--- src/rtl/sid_audio_pkg.sv ---
// Shared widths, I2S slot layout and sample type for the SID audio output path.
package sid_audio_pkg;

    localparam int unsigned SID_SAMPLE_W       = 18;
    localparam int unsigned I2S_DATA_POS_FIRST = 1;
    localparam int unsigned I2S_DATA_POS_LAST  = 18;

    typedef logic signed [SID_SAMPLE_W-1:0] sid_sample_t;

endpackage : sid_audio_pkg

--- src/rtl/sid_sdm.sv ---
// First-order sigma-delta modulator: offset-binary sample in, 1-bit density out.
module sid_sdm
    import sid_audio_pkg::*;
(
    input  logic        clk,
    input  logic        rst_n,
    input  sid_sample_t sample,
    output logic        pdm_out
);

    // Flipping the sign bit maps two's complement onto offset binary.
    localparam logic [SID_SAMPLE_W-1:0] OFFSET = {1'b1, {(SID_SAMPLE_W-1){1'b0}}};

    logic [SID_SAMPLE_W:0] acc_q;
    logic [SID_SAMPLE_W:0] acc_d;

    // Accumulate the low bits plus the offset sample; the carry is the output bit.
    always_comb begin
        acc_d = {1'b0, acc_q[SID_SAMPLE_W-1:0]} + {1'b0, sample ^ OFFSET};
    end

    // Accumulator register.
    always_ff @(posedge clk or negedge rst_n) begin
        if (!rst_n) begin
            acc_q <= '0;
        end else begin
            acc_q <= acc_d;
        end
    end

    assign pdm_out = acc_q[SID_SAMPLE_W];

endmodule : sid_sdm

--- src/rtl/sid_audio_tx.sv ---
// SID audio transmitter: paces the filter with one sample request per frame,
// captures the result and sends it as stereo I2S (same sample in both slots).
// Optional feature macro: SID_AUDIO_TX_PDM_EN adds the pdm_out sigma-delta output.
module sid_audio_tx
    import sid_audio_pkg::*;
#(
    parameter int unsigned CLK_DIV = 4,
    parameter int unsigned SLOT_W  = 32
) (
    input  logic        clk,
    input  logic        rst_n,
    input  sid_sample_t sound,
    input  logic        mute,
    output logic        sample_req,
    output logic        i2s_bclk,
    output logic        i2s_lrclk,
    output logic        i2s_sdata
`ifdef SID_AUDIO_TX_PDM_EN
    ,
    output logic        pdm_out
`endif
);

    localparam int unsigned DIV_W = 8;
    localparam int unsigned BIT_W = $clog2(2 * SLOT_W);
    localparam int unsigned IDX_W = $clog2(SID_SAMPLE_W);
    localparam logic [BIT_W-1:0] BIT_LAST = BIT_W'(2 * SLOT_W - 1);

    logic [DIV_W-1:0] div_cnt_q, div_cnt_d;
    logic             bclk_q, bclk_d;
    logic [BIT_W-1:0] bit_cnt_q, bit_cnt_d;
    logic             lrclk_q, lrclk_d;
    logic             sdata_q, sdata_d;
    logic             req_q, req_d;
    sid_sample_t      hold_q, hold_d;

    logic             tick;
    logic             fall;
    logic [BIT_W-1:0] bit_nxt;
    logic [BIT_W-1:0] slot_pos;
    logic [IDX_W-1:0] data_idx;

    // Divider, bit counter, frame-start capture and serial data selection.
    always_comb begin
        div_cnt_d = div_cnt_q;
        bclk_d    = bclk_q;
        bit_cnt_d = bit_cnt_q;
        lrclk_d   = lrclk_q;
        sdata_d   = sdata_q;
        req_d     = 1'b0;
        hold_d    = hold_q;

        tick     = (div_cnt_q == DIV_W'(CLK_DIV - 1));
        fall     = tick & bclk_q;
        bit_nxt  = (bit_cnt_q == BIT_LAST) ? '0 : bit_cnt_q + BIT_W'(1);
        slot_pos = (bit_nxt >= BIT_W'(SLOT_W)) ? bit_nxt - BIT_W'(SLOT_W) : bit_nxt;
        data_idx = IDX_W'(BIT_W'(I2S_DATA_POS_LAST) - slot_pos);

        div_cnt_d = tick ? '0 : div_cnt_q + DIV_W'(1);
        if (tick) begin
            bclk_d = ~bclk_q;
        end

        if (fall) begin
            bit_cnt_d = bit_nxt;
            lrclk_d   = (bit_nxt >= BIT_W'(SLOT_W));
            // Position 0 is the I2S one-bit delay; the MSB follows one bclk later.
            sdata_d   = (slot_pos >= BIT_W'(I2S_DATA_POS_FIRST)) &&
                        (slot_pos <= BIT_W'(I2S_DATA_POS_LAST)) ? hold_q[data_idx] : 1'b0;
            if (bit_cnt_q == BIT_LAST) begin
                req_d  = 1'b1;
                hold_d = mute ? '0 : sound;
            end
        end
    end

    // State registers; bit_cnt starts at its last value so the first fall opens a frame.
    always_ff @(posedge clk or negedge rst_n) begin
        if (!rst_n) begin
            div_cnt_q <= '0;
            bclk_q    <= 1'b0;
            bit_cnt_q <= BIT_LAST;
            lrclk_q   <= 1'b0;
            sdata_q   <= 1'b0;
            req_q     <= 1'b0;
            hold_q    <= '0;
        end else begin
            div_cnt_q <= div_cnt_d;
            bclk_q    <= bclk_d;
            bit_cnt_q <= bit_cnt_d;
            lrclk_q   <= lrclk_d;
            sdata_q   <= sdata_d;
            req_q     <= req_d;
            hold_q    <= hold_d;
        end
    end

    assign sample_req = req_q;
    assign i2s_bclk   = bclk_q;
    assign i2s_lrclk  = lrclk_q;
    assign i2s_sdata  = sdata_q;

`ifdef SID_AUDIO_TX_PDM_EN
    sid_sdm u_sdm (
        .clk     (clk),
        .rst_n   (rst_n),
        .sample  (hold_q),
        .pdm_out (pdm_out)
    );
`endif

endmodule : sid_audio_tx

--- config.mk ---
export PLATFORM = sky130hd
export DESIGN_NAME = sid_audio_tx
export DESIGN_NICKNAME = d
export VERILOG_FILES = /design/src/rtl/sid_audio_pkg.sv /design/src/rtl/sid_sdm.sv /design/src/rtl/sid_audio_tx.sv
export SDC_FILE = /design/constraint.sdc
export NUM_CORES = 1
export LEC_CHECK = 0
export BUFFER_PORTS_ARGS = -buffer_cell sky130_fd_sc_hd__buf_2
export CAP_MARGIN = 20
export CORE_ASPECT_RATIO = 1.5
export CORE_MARGIN = 2
export CORE_UTILIZATION = 35
export DETAILED_ROUTE_END_ITERATION = 6
export HOLD_SLACK_MARGIN = 0.03
export PLACE_DENSITY = 0.6
export SYNTH_ARGS = -nofsm -noshare
export SYNTH_HDL_FRONTEND = slang
export SYNTH_HIERARCHICAL = 1
export SYNTH_SLANG_ARGS = --single-unit
--- constraint.sdc ---
create_clock -name clk -period 2.71 [get_ports clk]
set_input_delay 0.271 -clock clk [delete_from_list [all_inputs] [get_ports clk]]
set_output_delay 0.271 -clock clk [all_outputs]
set_load 0.1 [all_outputs]
-- Word-level counts from Yosys, hierarchy flattened
Cells that the tools add are included.
- $add $sub $neg: 4
- order comparisons: 4
- equality and inequality tests: 2
- mux-type cells: 9
- bitwise operators: 2
- reduce and logical (&&, ||, !) cells: 2
- operators by type and width (operator ; count):
    two-way mux 18 bit ; 1
    two-way mux 6 bit ; 2
    adder 8 x 1 -> 8 bit (second input constant) ; 1
    equality test 8 x 2 -> 1 bit (second input constant) ; 1
    two-way mux 8 bit ; 1
    adder 6 x 1 -> 6 bit (second input constant) ; 1
    equality test 6 bit (second input constant) ; 1
    >= comparator 6 x 1 -> 1 bit (second input constant) ; 1
    >= comparator 6 bit (second input constant) ; 1
    <= comparator 6 x 5 -> 1 bit (second input constant) ; 1
    < comparator 5 x 6 -> 1 bit (second input constant) ; 1
    subtractor 6 bit (second input constant) ; 1
    binary-select mux 1 bit (select 5 bit) ; 1
    subtractor 5 bit (first input constant) ; 1
    two-way mux 1 bit ; 4
    AND reduction 2 bit ; 1
    bitwise AND 1 bit ; 1
    logical AND 1 bit ; 1
    NOT 1 bit ; 1
- register bits: 36
- input port bits: 21
- output and inout bits: 4
- logic and storage cells: 30

-- Depth between registers and ports, before layout
Gate-level depths: netlist (run 1).
- depth in word-level cells: 8
- depth in mapped cells: 10
- mapped depth without buffers: 8

-- Least setup slack after synthesis (run 1)
OpenSTA, ideal clock, no wires.
- path kind: register -> register
- start point: reg bit_cnt_q[0]
- end point: reg sdata_q, in the netlist i2s_sdata
- library setup time: 123 ps
- arrival time: 2378 ps
- data required time: 2587 ps
- path slack: 209 ps
- stages on the path, launching flop included: 9
- path buffers: 1
- period minus slack after synthesis: 2501 ps
- path through: dfstp_2 ha_1 and3_1 buf_6 a21oi_4 mux4_1 mux2_2 a31o_1 a32o_1
- cells in the longest elaborated chain, start to end: 8
- elaborated cells between the ends (all ways): 13
- classes of those cells: add/sub: 3; order compare: 3; eq/ne: 1; mux: 5; reduce/logical: 1
- ends and longest elaborated chain (what ; line ; text):
    start, declared ; sid_audio_tx.sv:31 ; logic [BIT_W-1:0] bit_cnt_q, bit_cnt_d;
    start signal, assigned ; sid_audio_tx.sv:90 ; bit_cnt_q <= bit_cnt_d;
    adder 6 x 1 -> 6 bit / equality test 6 bit (equally long branches) ; sid_audio_tx.sv:55 ; bit_nxt = (bit_cnt_q == BIT_LAST) ? '0 : bit_cnt_q + BIT_W'(1);
    two-way mux 6 bit (*) ; sid_audio_tx.sv:55 ;
    subtractor 6 bit / >= comparator 6 bit (equally long branches) ; sid_audio_tx.sv:56 ; slot_pos = (bit_nxt >= BIT_W'(SLOT_W)) ? bit_nxt - BIT_W'(SLOT_W) : bit_nxt;
    two-way mux 6 bit (*) ; sid_audio_tx.sv:56 ;
    subtractor 5 bit ; sid_audio_tx.sv:57 ; data_idx = IDX_W'(BIT_W'(I2S_DATA_POS_LAST) - slot_pos);
    binary-select mux 1 bit (select 5 bit) ; sid_audio_tx.sv:69 ; (slot_pos <= BIT_W'(I2S_DATA_POS_LAST)) ? hold_q[data_idx] : 1'b0;
    two-way mux 1 bit (not written as such) ; sid_audio_tx.sv:69 ;
    two-way mux 1 bit (*) ; sid_audio_tx.sv:69 ;
    end signal, assigned ; sid_audio_tx.sv:92 ; sdata_q <= sdata_d;
    end, declared ; sid_audio_tx.sv:33 ; logic sdata_q, sdata_d;
Mark *: on every way between the ends. The rest lies on a longest branch, timed or not. The select of a mux whose other input is x is not followed.
A chain may end at the register's enable or synchronous reset.

-- Final worst setup path (run 1)
Same ends and word-level chain as after synthesis.

==> results of run 1 <==
worst max-delay path: cells and delay by family, from the launching register on:
kind | cells | cell delay [ps]
AND/OR/NAND/NOR | 1 | 230
flip-flops | 1 | 390
adder cells (fa/ha/maj) | 1 | 200
AO/OA/AOI/OAI | 3 | 600
buffers and inverters | 1 | 140
multiplexers | 2 | 840
cell families (layout without fill, tap and decap cells):
family / Yosys count / in the layout
flip-flops: 36 / 36
AND/OR/NAND/NOR: 79 / 79
adder cells (fa/ha/maj): 5 / 5
multiplexers: 9 / 9
buffers and inverters: 15 / 48
AO/OA/AOI/OAI: 45 / 45
XOR/XNOR: 17 / 17
power breakdown:
group | internal [mW] | switching (mW)
Combinational | 0.0163 | 0.0190
Sequential | 0.538 | 0
Clock | 0.232 | 0.184
metrics by stage:
step                utilization  hold slack [ps]  std cells
finish                   0.4165            71.91        311
global route             0.4165            140.7        311
CTS                      0.4113            103.4        307
detailed placement       0.3940            416.4        299
global placement         0.3940            399.2        299
floorplan                     -           -24.59        206
registers in the layout (all words and copies together) (netlist names):
register    flops
bit_cnt_q       6
div_cnt_q       8
hold_q         18
i2s_bclk        1
i2s_lrclk       1
i2s_sdata       1
sample_req      1
worst paths after layout:
kind,endpoint,cells after the start,from,slack (ps)
setup / recovery,i2s_sdata,8,bit_cnt_q[0],210
hold / removal,div_cnt_q[4],1,rst_n,70
setup reg to reg,i2s_sdata,8,bit_cnt_q[0],210
hold reg to reg,hold_q[1],2,hold_q[1],480
max in group asynchronous,hold_q[17],1,rst_n,2140
min in group clk,hold_q[2],3,sound[2],230
placed cells by master, fill, tap and decap left out, types with 5 or more instances in the layout:
master     n
dfrtp_1   30
nand2b_1  18
buf_4     12
xnor2_1   11
nor2_1     5
buf_2     24
dfstp_2    6
nand2_1   25
o21ai_0   22
ha_1       5
nand3_1   10
xor2_1     5
clkbuf_8   7
layer usage:
layer  wire (µm)  vias up  GRT usage  part of all wire
met2        2136       28     0.2262              0.51
met3          95       12    0.01941             0.023
met4         175        0    0.09105             0.042
met1        1777      745     0.1718              0.42
met5           0        -          0                 0
li1            -      790          -                 -
repair_timing:
action	CTS	global route
setup endpoints to repair	0	1
hold buffers	0	0
setup buffers	0	4
resized for setup	0	0
endpoints found under the hold margin	0	0
area by class of cell:
class                           count  area (µm²)  share of cell area
Multi-Input combinational cell    155        1086              0.4507
Sequential cell                    36       908.4              0.3769
Timing Repair Buffer               36       210.2             0.08723
Clock buffer                        8       100.1             0.04154
Tap cell                           72       90.09             0.03738
Inverter                            4       15.01            0.006231
==> results.yml, run 1 <==
status:
  status: "finished clean"
worst_setup_path:
  critPathMaxStageDelay_ps: 550
  crit_required_ps: 2890
  crit_path_max_fanout: 6
  start_kind: "register"
  crit_path_end_kind: "register"
  worstPathCellList: "buf_4 > ha_1 > and3_1 > a21oi_4 > mux4_1 > mux2_2 > a31o_1 > a32o_1"
  critPathArrivalTime_ps: 2680
  critPathKind: "reg2reg"
  cp_slowest_cell: "mux4_1"
cells_and_area:
  area_growth_pct: 15.05
  fill_cells: 606
  antenna_cells: 0
  fin_area_mm2: 0.002410
  drive_gt1_frac: 0.2678
  fin_nets: 264
timing:
  setup_viol: 0
  layout_setup_ws_ps: 213.1
  hold_viol: 0
  max_freq_mhz: 400.5
  fin_crit_ps: 2497
  fin_tns_setup_ps: 0
  fin_crit_sh: 0.9214
  rsz0062_at_grt: "no"
  max_slew_margin: 0.4696
  clock_skew_ps: 8.602
  maxSlewViolCount: 0
  worst_slew_pin_slew_ps: 795.6
clock_network:
  cts_tree: "yes"
  path_clk_slew_ps: 70
  clock_sinks: 36
  cts_made_buffers: 5
  clock_latency_ps: 290
  cts_root_buffer: "clkbuf_8"
  clock_path_buffers: 2
  cts_max_level: 2
floorplanning:
  dieArea_mm2: 0.006632
  die_w_um: 67.16
  io_pins: 25
  core_mm2: 0.005786
  initial_core_util: 0.3620
  die_h_um: 98.75
  rows: 34
logic_synthesis:
  synth-adder-area-share: 0.02987
  synthesis.nets: 232
  ys_seq_area_frac: 0.4337
  netlist-cell-type-count: 52
  synth-main-ff-cell: "dfrtp_1"
  synth_area_mm2: 0.002095
  yosysMostFrequentCell: "dfrtp_1"
  synth_top_area_frac: 0.3584
  synth_compound_area_frac: 0.1487
  synth_top_family_by_area: "simple AND/OR/NAND/NOR gates"
  yosys-top-cells-area: "dfrtp_1, dfstp_2, nand2b_1"
  synth-simple-area-share: 0.1989
  ys_ff_latch: 36
  synth_largest_area_cell: "dfrtp_1"
  synthArstFlopShare: 1.000
  synthXorXnorAreaFrac: 0.08005
  syn-instance-count: 206
  synthTopCellsByCount: "dfrtp_1, nand2_1, o21ai_0, nand2b_1, xnor2_1"
  ys_warn_count: 6
  postSynthAreaPerCell_um2: 10.17
  synth_edf_count: 0
  muxShareOfSynthArea: 0.06093
grt:
  grt_util_all_layers: 0.1407
  grt_pass1_vias: 1531
  grt_start_max_net_pins: 37
  grt_overflow: 0
  grt_pass1_wl_mm: 7.093
  antenna_found_initial: 0
detailed_routing:
  drc: 0
  antenna_left: 0
  vias: 1575
  wirelength_mm: 4.184
  routedWlPerCell_um: 13.45
  drt-initial-drc-count: 17
  first_pass_iters: 4
  vias_per_cell: 5.064
pwr:
  power_density_mw_per_mm2: 410.4
  ir_drop_mv: 0.2884
  finalPower_uw: 989.0
  p_leak_nw: 1.107
placement:
  io_buffers: 24
  dp_slack_ps: 93.66
  dpl.hpwl_mm: 3.099
  gp_congestion: 0.8250
  placed_area_mm2: 0.002280
hold_path:
  min_path_type: "in2async"
job:
  maxCapViolCount: 0
No activity file was read; power rests on OpenSTA's default activity.
==> run 2, diff against run 1 <==
==> constraint.sdc (replaced) <==
create_clock -name clk -period 2.9 [get_ports clk]
set_input_delay 0.29 -clock clk [delete_from_list [all_inputs] [get_ports clk]]
set_output_delay 0.29 -clock clk [all_outputs]
set_load 0.1 [all_outputs]
==> results.yml, run 2 (synthesis gave the netlist of run 1 again) <==
grt:
  grt_start_max_net_pins: 37
  grt_pass1_wl_mm: 7.272
  grt_overflow: 0
  grt_pass1_vias: 1612
  grt_util_all_layers: 0.1431
  antenna_found_initial: 0
timing:
  max_slew_margin: 0.4808
  fin_crit_sh: 0.9185
  clock_skew_ps: 1.772
  hold_viol: 0
  setup_viol: 0
  rsz0062_at_grt: "no"
  max_freq_mhz: 375.4
  fin_crit_ps: 2664
  fin_tns_setup_ps: 0
  worst_slew_pin_slew_ps: 778.9
  maxSlewViolCount: 0
clock_network:
  cts_tree: "yes"
  clock_sinks: 36
  cts_made_buffers: 5
  cts_max_level: 2
  clock_latency_ps: 280
  post_cts_resized: 0
  ctsHoldBuffers: 0
  path_clk_slew_ps: 70
  cts_root_buffer: "clkbuf_8"
  clock_path_buffers: 2
  cts_setup_buffers: 0
cells_and_area:
  antenna_cells: 0
  fin_nets: 259
  drive_gt1_frac: 0.2564
  largest_register_ff_count: 18
  final_util: 0.4146
  area_growth_pct: 14.52
  reg_top3: "hold_q: 18 flops, div_cnt_q: 8 flops, bit_cnt_q: 6 flops"
  stdcell_count: 306
  layout_common_cells: "dfrtp_1, nand2_1, buf_2"
  final_common_cell: "dfrtp_1"
  top_register: "hold_q"
detailed_routing:
  antenna_left: 0
  drt-initial-drc-count: 29
  vias_per_cell: 5.108
  vias: 1563
  wirelength_mm: 4.157
  drc: 0
  first_pass_iters: 4
  routedWlPerCell_um: 13.58
pwr:
  power_frac_clock: 0.475
  power_frac_comb: 0.032
  ir_drop_mv: 0.2831
  power_density_mw_per_mm2: 424.0
  p_int_uw: 820.9
  p_sw_uw: 196.2
  switching_share: 0.1929
  power_frac_seq: 0.494
  p_leak_nw: 1.093
floorplanning:
  die_w_um: 67.16
  die_h_um: 98.75
  rows: 34
  core_mm2: 0.005786
  io_pins: 25
  dieArea_mm2: 0.006632
  initial_core_util: 0.3620
job:
  maxCapViolCount: 0
placement:
  gp_congestion: 0.8056
  io_buffers: 24
  dp.cells: 298
  dpl.hpwl_mm: 3.022
worst_setup_path:
  critPathArrivalTime_ps: 2840
  start_kind: "register"
  crit_path_end_kind: "register"
  crit_path_max_fanout: 13
  critPathKind: "reg2reg"
  crit_required_ps: 3080
status:
  status: "finished clean"
hold_path:
  min_path_type: "in2async"
-- run 2: changes by cell type in the layout (fill, tap and decap cells not counted) --
| cell | change |
|---|---|
| clkbuf_1 | -1 |
| bufinv_16 | +1 |
| buf_4 | -5 |
-- run 2: per-stage QoR --
| stage | hold slack [ps] | instance area (µm²) | setup WS, ps | total power, mW |
|---|---|---|---|---|
| detailed placement | 414.3 | 2272 | 261.2 | 0.5453 |
| global placement | 421.4 | 2272 | 328.2 | 0.5455 |
| finish | 78.57 | 2399 | 236.5 | 1.017 |
| global route | 134.4 | 2399 | 45.04 | 1.060 |
| floorplan | -5.591 | 2095 | 399.1 | 0.5207 |
| CTS | 99.51 | 2399 | 238.2 | 1.033 |
-- run 2: path summary, 6_finish.rpt --
| check | to | start | depth (start not counted) | slack, ps |
|---|---|---|---|---|
| min in group clk | hold_q[17] | sound[17] | 3 | 250 |
| max in group asynchronous | i2s_sdata | rst_n | 1 | 2330 |
| hold reg to reg | i2s_lrclk | i2s_lrclk | 2 | 470 |
| hold / removal | div_cnt_q[4] | rst_n | 1 | 80 |
| setup reg to reg | i2s_sdata | bit_cnt_q[0] | 7 | 240 |
| setup / recovery | i2s_sdata | bit_cnt_q[0] | 7 | 240 |
-- run 2: power by group through the flow --
stage / registers [mW] / clock network, mW / logic, mW
2_1_floorplan: 0.512 / 0 / 0.00896
3_3_place_gp: 0.512 / 0 / 0.0339
3_5_place_dp: 0.512 / 0 / 0.0338
4_1_cts: 0.502 / 0.497 / 0.0338
5_1_grt: 0.502 / 0.520 / 0.0379
6_report: 0.502 / 0.483 / 0.0322
-- run 2: cell type report --
class                   count  area [µm²]
multi-input cells         155        1086
fillers                   597        3387
repair buffers             31       172.7
well taps                  72       90.09
flip-flops and latches     36       908.4
clock buffers               7       96.34
clock inverters             1       30.03
inverters                   4       15.01
-- run 2: critical path, cell delays in order, from the launching register on --
cell and delay (ps):
dfstp_2 680, ha_1 210, and3_1 360, a21oi_4 120
mux4_1 480, mux2_2 310, a31o_1 190, a32o_1 210
-- run 2: per-layer routing --
layer / track usage / wire, µm / vias up
li1: - / - / 777
met4: 0.09419 / 134 / 0
met3: 0.02283 / 81 / 8
met5: 0 / 0 / -
met2: 0.2331 / 2170 / 21
met1: 0.1692 / 1770 / 757
==> run 3, diff against run 2 <==
--- a/config.mk
+++ b/config.mk
@@ -12,7 +12,7 @@
 export CORE_UTILIZATION = 35
 export DETAILED_ROUTE_END_ITERATION = 6
 export HOLD_SLACK_MARGIN = 0.03
-export PLACE_DENSITY = 0.6
+export PLACE_DENSITY = 0.52
 export SYNTH_ARGS = -nofsm -noshare
 export SYNTH_HDL_FRONTEND = slang
 export SYNTH_HIERARCHICAL = 1
==> results.yml, run 3 (synthesis gave the netlist of run 1 again) <==
timing:
  worst_slew_pin_slew_ps: 778.7
  maxSlewViolCount: 0
  fin_crit_ps: 2651
  setup_viol: 0
  fin_tns_setup_ps: 0
  clock_skew_ps: 4.365
  max_slew_margin: 0.4809
  layout_setup_ws_ps: 248.7
  fin_crit_sh: 0.9142
  max_freq_mhz: 377.2
  hold_viol: 0
  holdWs_ps: 73.99
  rsz0062_at_grt: "no"
floorplanning:
  dieArea_mm2: 0.006632
  rows: 34
  die_h_um: 98.75
  core_mm2: 0.005786
  initial_core_util: 0.3620
  die_w_um: 67.16
  io_pins: 25
cells_and_area:
  multi_input_area_mm2: 0.001086
  fin_nets: 259
  drive_gt1_frac: 0.2564
  fin_area_mm2: 0.002365
  area_growth_pct: 12.90
  antenna_cells: 0
  top_register: "hold_q"
  fill_cells: 594
  final_common_cell: "dfrtp_1"
  layout_common_cells: "dfrtp_1, nand2_1, buf_2"
  reg_top3: "hold_q: 18 flops, div_cnt_q: 8 flops, bit_cnt_q: 6 flops"
  ff_latch_area_um2: 908.4
  stdcell_count: 306
  final_util: 0.4087
  largest_register_ff_count: 18
hold_path:
  min_path_type: "in2async"
clock_network:
  cts_made_buffers: 5
  ctsHoldBuffers: 0
  clock_latency_ps: 290
  cts_max_level: 2
  cts_root_buffer: "clkbuf_8"
  clock_sinks: 36
  post_cts_resized: 0
  clock_path_buffers: 2
  cts_tree: "yes"
  path_clk_slew_ps: 70
  cts_setup_buffers: 0
pwr:
  p_leak_nw: 1.081
  power_density_mw_per_mm2: 382.3
  finalPower_uw: 904.0
  ir_drop_mv: 0.3058
detailed_routing:
  drt-initial-drc-count: 62
  vias: 1515
  vias_per_cell: 4.951
  wirelength_mm: 4.077
  first_pass_iters: 4
  routedWlPerCell_um: 13.32
  drc: 0
  antenna_left: 0
grt:
  grt_start_max_net_pins: 37
  grt_pass1_vias: 1495
  grt_overflow: 0
  grt_pass1_wl_mm: 6.982
  grt_util_all_layers: 0.1375
  antenna_found_initial: 0
worst_setup_path:
  start_kind: "register"
  critPathArrivalTime_ps: 2830
  crit_required_ps: 3080
  critPathKind: "reg2reg"
  crit_path_end_kind: "register"
  crit_path_max_fanout: 13
job:
  maxCapViolCount: 0
placement:
  io_buffers: 24
  dp.cells: 298
  dp_slack_ps: 254.4
  gp_congestion: 0.7793
  dpl.hpwl_mm: 3.035
  placed_area_mm2: 0.002272
status:
  status: "finished clean"
## run 3: changes by cell type in the layout (fill, tap and decap cells not counted), sizes merged
cell	delta
clkinv	+2
clkbuf	-1
bufinv	-1
## run 3: report_power, final
group / leakage (nW) / switching (mW) / internal [mW]
Clock: 0.0510 / 0.180 / 0.190
Sequential: 0.378 / 0 / 0.502
Combinational: 0.652 / 0.0171 / 0.0152
## run 3: routing by layer
layer | vias up | share of wire | GRT usage
li1 | 772 | - | -
met3 | 8 | 0.028 | 0.02740
met5 | - | 0 | 0
met1 | 710 | 0.44 | 0.1691
met2 | 25 | 0.51 | 0.2292
met4 | 0 | 0.023 | 0.05808
## run 3: worst paths after layout
kind | slack [ps] | to | start | depth (start not counted)
min in group clk | 240 | hold_q[1] | sound[1] | 3
worst max register to register | 250 | i2s_sdata | bit_cnt_q[0] | 8
worst min register to register | 470 | hold_q[1] | hold_q[1] | 2
max in group asynchronous | 2330 | i2s_sdata | rst_n | 1
worst min-delay path | 70 | div_cnt_q[0] | rst_n | 1
worst max-delay path | 250 | i2s_sdata | bit_cnt_q[0] | 8
## run 3: worst max-delay path, stage by stage (launching register included)
cell and delay [ps]:
dfstp_2 680, inv_1 100, ha_1 370, or3_1 360, o211a_1 130, o211ai_1 200
o21ai_0 120, a211o_2 340, a32o_1 240
## run 3: cell type report
cell class / instances / share of cell area
Multi-Input combinational cell: 155 / 0.4593
Clock buffer: 6 / 0.03492
Clock inverter: 2 / 0.004233
Tap cell: 72 / 0.03810
Inverter: 4 / 0.006349
Sequential cell: 36 / 0.3841
Timing Repair Buffer: 31 / 0.07302
